[src/rtl/mux_rr_nx1_pkg.sv]
// mux_rr_nx1_pkg: shared mode encodings and width helper for the round-robin selector
package mux_rr_nx1_pkg;

    localparam logic MODE_FIXED = 1'b0;
    localparam logic MODE_RR    = 1'b1;

    function automatic int clog2_min1(input int n);
        return (n <= 2) ? 1 : $clog2(n);
    endfunction

endpackage

[src/rtl/rr_arbiter_n.sv]
// rr_arbiter_n: round-robin arbiter with an owned rotating priority pointer
module rr_arbiter_n
    import mux_rr_nx1_pkg::*;
#(
    parameter  int CHANNELS = 4,
    localparam int SEL_W    = clog2_min1(CHANNELS)
) (
    input  logic                clk,
    input  logic                rst,
    input  logic [CHANNELS-1:0] req,
    input  logic                advance,
    output logic [CHANNELS-1:0] grant,
    output logic [SEL_W-1:0]    grant_idx,
    output logic                any_grant
);

    logic [SEL_W-1:0] ptr;

    // search from ptr upward with wrap; lowest offset from ptr wins
    always_comb begin
        grant     = '0;
        grant_idx = '0;
        any_grant = 1'b0;
        for (int i = CHANNELS - 1; i >= 0; i--) begin
            if (req[(int'(ptr) + i) % CHANNELS]) begin
                grant     = CHANNELS'(1) << ((int'(ptr) + i) % CHANNELS);
                grant_idx = SEL_W'((int'(ptr) + i) % CHANNELS);
                any_grant = 1'b1;
            end
        end
    end

    // pointer moves just past the channel that transferred
    always_ff @(posedge clk) begin
        if (rst)
            ptr <= '0;
        else if (advance && any_grant)
            ptr <= (int'(grant_idx) == CHANNELS - 1) ? '0 : grant_idx + 1'b1;
    end

endmodule

[src/rtl/mux_rr_nx1.sv]
// mux_rr_nx1: N-channel fixed/round-robin selector with registered valid/ready output
module mux_rr_nx1
    import mux_rr_nx1_pkg::*;
#(
    parameter  int BITS     = 12,
    parameter  int CHANNELS = 4,
    localparam int SEL_W    = clog2_min1(CHANNELS)
) (
    input  logic                     clk,
    input  logic                     rst,
    input  logic [CHANNELS*BITS-1:0] in_data,
    input  logic [CHANNELS-1:0]      in_valid,
    output logic [CHANNELS-1:0]      in_ready,
    input  logic                     mode,
    input  logic [SEL_W-1:0]         sel,
    output logic [BITS-1:0]          out_data,
    output logic [SEL_W-1:0]         out_chan,
    output logic                     out_valid,
    input  logic                     out_ready
);

    logic                load;
    logic [CHANNELS-1:0] fix_hot;
    logic [CHANNELS-1:0] rr_grant;
    logic [SEL_W-1:0]    rr_idx;
    logic                rr_any;
    logic                gnt_any;
    logic [SEL_W-1:0]    gnt_idx;
    logic [BITS-1:0]     word;

    rr_arbiter_n #(.CHANNELS(CHANNELS)) u_arb (
        .clk       (clk),
        .rst       (rst),
        .req       (in_valid),
        .advance   (load && !rst && mode == MODE_RR),
        .grant     (rr_grant),
        .grant_idx (rr_idx),
        .any_grant (rr_any)
    );

    // fixed-mode decode; out-of-range sel matches no channel
    always_comb begin
        fix_hot = '0;
        for (int k = 0; k < CHANNELS; k++)
            fix_hot[k] = (int'(sel) == k) && in_valid[k];
    end

    // mode mux, ready gating and winner word selection
    always_comb begin
        load     = !out_valid || out_ready;
        gnt_any  = (mode == MODE_RR) ? rr_any : |fix_hot;
        gnt_idx  = (mode == MODE_RR) ? rr_idx : sel;
        in_ready = (load && !rst) ? ((mode == MODE_RR) ? rr_grant : fix_hot) : '0;
        word     = gnt_any ? in_data[gnt_idx*BITS +: BITS] : '0;
    end

    // one-deep output register, reloads whenever the slot is empty or being drained
    always_ff @(posedge clk) begin
        if (rst) begin
            out_valid <= 1'b0;
            out_data  <= '0;
            out_chan  <= '0;
        end else if (load) begin
            out_valid <= gnt_any;
            out_data  <= word;
            out_chan  <= gnt_any ? gnt_idx : '0;
        end
    end

endmodule

[config.mk]
export PLATFORM = sky130hd
export DESIGN_NAME = mux_rr_nx1
export DESIGN_NICKNAME = d
export VERILOG_FILES = /design/src/rtl/mux_rr_nx1_pkg.sv /design/src/rtl/rr_arbiter_n.sv /design/src/rtl/mux_rr_nx1.sv
export SDC_FILE = /design/constraint.sdc
export NUM_CORES = 1
export LEC_CHECK = 0
export BUFFER_PORTS_ARGS = -buffer_cell sky130_fd_sc_hd__buf_2
export CAP_MARGIN = 20
export CORE_UTILIZATION = 49
export CTS_BUF_LIST = sky130_fd_sc_hd__clkbuf_16
export CTS_CLUSTER_SIZE = 24
export DETAILED_ROUTE_END_ITERATION = 10
export GPL_TIMING_DRIVEN = 0
export PLACE_DENSITY_LB_ADDON = 0.12
export SLEW_MARGIN = 20
export SYNTH_ARGS = -nofsm -noshare
export SYNTH_HDL_FRONTEND = slang
export SYNTH_SLANG_ARGS = --single-unit
[constraint.sdc]
create_clock -name clk -period 9.67 [get_ports clk]
set_input_delay 0 -clock clk [delete_from_list [all_inputs] [get_ports clk]]
set_output_delay 0 -clock clk [all_outputs]
set_load 0.005 [all_outputs]
==> PnR_summary.wiki <==
{| class="wikitable"
! Metric !! Value
|-
| Status || complete, but fails checks
|-
| Violated checks || DRC
|-
| # clock sinks || 17
|-
| IR drop worst, VDD || around 0.00009 V
|-
| Max-slew headroom || a little over 70%
|-
| Cell with the largest stage delay on the worst path || sky130_fd_sc_hd__mux4_2
|-
| Combinational Power Share || between 40% and 50%
|-
| Depth of the worst register-to-register path || 10
|-
| Dominant register cell in the synthesized netlist || sky130_fd_sc_hd__dfxtp_1
|-
| Count of routing violations after the opening detailed-route iteration || 93
|-
| Post-Synthesis Mean Instance Area || approximately 11 µm²
|-
| Clock Skews || 0.00235 ns
|-
| Root cell of the clock tree || sky130_fd_sc_hd__clkbuf_16
|-
| Type of the tightest min-delay check || in -> reg
|-
| Arrival time of data at the critical path endpoint || between 3 and 4 ns
|-
| Sum of negative setup slack || 0 ns
|-
| FF/Latch Area || around 340 µm²
|-
| Pins Over Slew Limit || 0
|-
| Filler cell count || around 210
|-
| Area of the core region || 2830 µm²
|-
| HP Start || rst
|-
| Wire length of the first global-routing pass || ~6500 µm
|-
| Routability-driven placement congestion ratio || a little under 0.8
|-
| Startpoint types || flip-flop
|-
| Clock latency reported for the late side of the worst-skew pair || 0.25 ns
|-
| Antenna cell count || 0
|-
| Setup fix buffers added after clock tree synthesis || 0
|-
| Final Critical Period || roughly 3.7 ns
|-
| Cell Rows || 19
|-
| Layout cell share with drive strength beyond 1 || between 40% and 50%
|-
| Routed length per instance || approximately 16 µm
|-
| Switching power || ~0.000084 W
|-
| DP Wirelength || just over 3000 µm
|-
| Multi-input combinational cell area || around 1000 µm²
|-
| Clock share of power || 29.5%
|-
| Post-synthesis instance total || about 140
|-
| Count of endpoints failing setup in the final report || 0
|-
| Ys async rst share || 0%
|-
| Sequential Power Share || 29.9%
|-
| Upper clock frequency limit || around 270 MHz
|-
| Die width || between 50 and 60 µm
|-
| Maximum Capacitance Violations || 0
|-
| Area of the mapped netlist || roughly 1500 µm²
|-
| Post-synthesis cell type with the largest combined area || sky130_fd_sc_hd__dfxtp_1
|-
| Power per Cell Area || approximately 140 nW/µm²
|-
| CTS Buf Count || 3
|-
| R2R Setup Slk || between 6 and 7 ns
|-
| Detailed-route via count || 1467
|-
| Number of antenna violations at the first check in global routing || 0
|-
| Number of warnings issued by yosys || 0
|-
| Critical path's most frequent cell || sky130_fd_sc_hd__mux4_2
|-
| Starting density of the core || 53.0%
|-
| Largest net degree at the start of global routing || 11
|-
| Via density per instance || 6.01
|-
| Detailed-routing iteration count for the pre-antenna-repair pass || 7
|-
| Data required, critical path || a little under 10 ns
|-
| Number of storage elements in the synthesis netlist || 17
|-
| Clock transition at path regs || 0.05 ns
|-
| Io pins || between 70 and 80
|-
| Synth cell count leaders || 17 x sky130_fd_sc_hd__dfxtp_1, 15 x sky130_fd_sc_hd__nand2_1, 12 x sky130_fd_sc_hd__a22o_1, 12 x sky130_fd_sc_hd__mux4_2, 7 x sky130_fd_sc_hd__ha_1
|-
| Number of port buffers || 73
|-
| Internal power summed over all cells || about 0.00020 W
|-
| Crit Reg-Reg Startpoint || u_arb.ptr[1]
|-
| Max Fanout on Critical Path || 10
|-
| Critical Path Max Stage Delay || between 0.5 and 0.6 ns
|-
| Remaining routing DRC violations || 5
|-
| Number of routed nets with antenna violations || 0
|-
| Unrepaired setup endpoints after global routing || no
|-
| Number of enable flip-flop cells after synthesis || 0
|-
| Total Wirelength || about 4000 µm
|-
| Buffers from clock root to sink, at most || 2
|-
| Worst setup path category || reg -> reg
|-
| Post-synthesis net count || roughly 200
|-
| Switching power share of the total || ~30%
|-
| Worst reg2reg path endpoint || out_data[6]
|-
| Area grow syn2layout || 32.2%
|-
| Final number of hold-violating endpoints || 0
|-
| Quantity of hold-fixing buffers added after cts || 0
|-
| Cell depth of the worst min-delay path || 2
|-
| Most used standard cell by instance count after synthesis || sky130_fd_sc_hd__dfxtp_1
|-
| Endpoint type of the worst setup path || flip-flop
|-
| Number of unique standard cell types used by synthesis || slightly above 40
|-
| Global-route usage over all layers || about 26%
|-
| Post-CTS sizing || 0
|-
| H-tree level count || 1
|-
| Final #Nets || around 280
|-
| Clock tree from TritonCTS || built
|-
| Cell Chain, Critical Path || clkdlybuf4s18_1, inv_1, ha_1, mux4_2, or2b_2, o22ai_2, mux2_4, buf_12, mux4_2, a22o_1
|-
| Leakage power total || ~0.93 nW
|-
| Overall die height || 57.3 µm
|-
| DIE AREA || about 3300 µm²
|-
| Fraction of synthesized cell area taken by the top area cell type || between 20% and 30%
|-
| Final critical-path share of the clock period || about 38%
|-
| Worst Hold Endpoint || out_chan[0]
|-
| Synth top area cells || sky130_fd_sc_hd__dfxtp_1 23%, sky130_fd_sc_hd__mux4_2 18%, sky130_fd_sc_hd__mux4_1 8.8%
|-
| Overall power consumption || 0.000279 W
|-
| Total congestion overflow after global routing || 0
|-
| Slew @ Worst Pin || just over 0.4 ns
|-
| Sequential-to-total area share from yosys stat || 22.7%
|-
| Number of global-route vias before repair || 1400
|}
[critical path: cells and delay by family, from the launching register on]
kind,cells,cell delay [ns]
AND/OR/NAND/NOR,1,0.32
buffers and inverters,3,0.73
flip-flops,1,0.38
AO/OA/AOI/OAI,2,0.40
adder cells (fa/ha/maj),1,0.41
multiplexers,3,1.29
[worst max path at each step]
stage	end	from
6_report	out_data[6]	u_arb.ptr[1]
5_1_grt	out_data[1]	u_arb.ptr[1]
4_1_cts	out_data[6]	u_arb.ptr[1]
3_5_place_dp	out_data[6]	u_arb.ptr[1]
3_3_place_gp	out_data[0]	u_arb.ptr[1]
2_1_floorplan	out_data[0]	u_arb.ptr[1]
[sequential cells by signal, summed over array words and instances, names as in the netlist]
register   flops
out_chan       2
out_data      12
out_valid      1
u_arb.ptr      2
[power groups by stage]
stage	combinational [W]	clock [W]	sequential [W]
after global placement	0.000108	0	0.0000843
final	0.000113	0.0000825	0.0000836
after detailed placement	0.000112	0	0.0000848
after CTS	0.000113	0.0000829	0.0000836
after floorplan	0.0000780	0	0.0000851
after global routing	0.000123	0.0000846	0.0000843
[cells by family (layout without fill, tap and decap cells)]
| kind of cell | Yosys count | after routing | share of synthesized area (%) |
|---|---|---|---|
| buf+inv | 15 | 92 | 8.76 |
| fa+ha+maj | 7 | 7 | 5.84 |
| xor+xnor | 1 | 1 | 0.584 |
| flops | 17 | 17 | 22.7 |
| mux | 23 | 23 | 31.2 |
| simple gates | 33 | 33 | 11.3 |
| compound gates | 40 | 40 | 19.7 |
[per-stage QoR]
stage	setup WS, ns	util [%]	instance area [µm²]	cells	hold slack (ns)
after floorplan	6.37	-	1500	136	0.0691
after global placement	6.09	67.3	1900	240	0.252
after detailed placement	6.01	67.3	1900	240	0.260
after CTS	6.00	70.1	1980	244	0.00330
after global routing	5.83	70.1	1980	244	0.0249
final	6.02	70.1	1980	244	0.00604
[placed cells by master, fill, tap and decap left out, drive strengths merged, types with 2 or more instances in the layout]
cell	netlist	final
clkbuf	2	5
nand2	15	15
dfxtp	17	17
a22oi	4	4
nand2b	3	3
a311oi	4	4
a22o	12	12
ha	7	7
mux4	17	17
inv	4	5
o21ai	6	6
a21oi	6	6
mux2i	4	4
buf	6	79
mux2	2	2
nor2	6	6
nor2b	2	2
a31oi	4	4
[routing by layer]
layer | wire (µm) | up-vias | track usage (%)
li1 | - | 695 | -
met1 | 1690 | 708 | 33.5
met2 | 2070 | 62 | 45.5
met3 | 245 | 2 | 4.76
met4 | 12 | 0 | 2.79
met5 | 0 | - | 0
[cell type report]
| type | count | area share (%) |
|---|---|---|
| buffer | 11 | 5.87 |
| clock buffer | 3 | 3.79 |
| clock inverter | 1 | 0.189 |
| inverter | 4 | 0.757 |
| multi-input combinational | 104 | 51.9 |
| sequential | 17 | 17.2 |
| tap | 31 | 1.96 |
| timing repair buffer | 73 | 18.4 |
(Power assumes the default switching activity.)
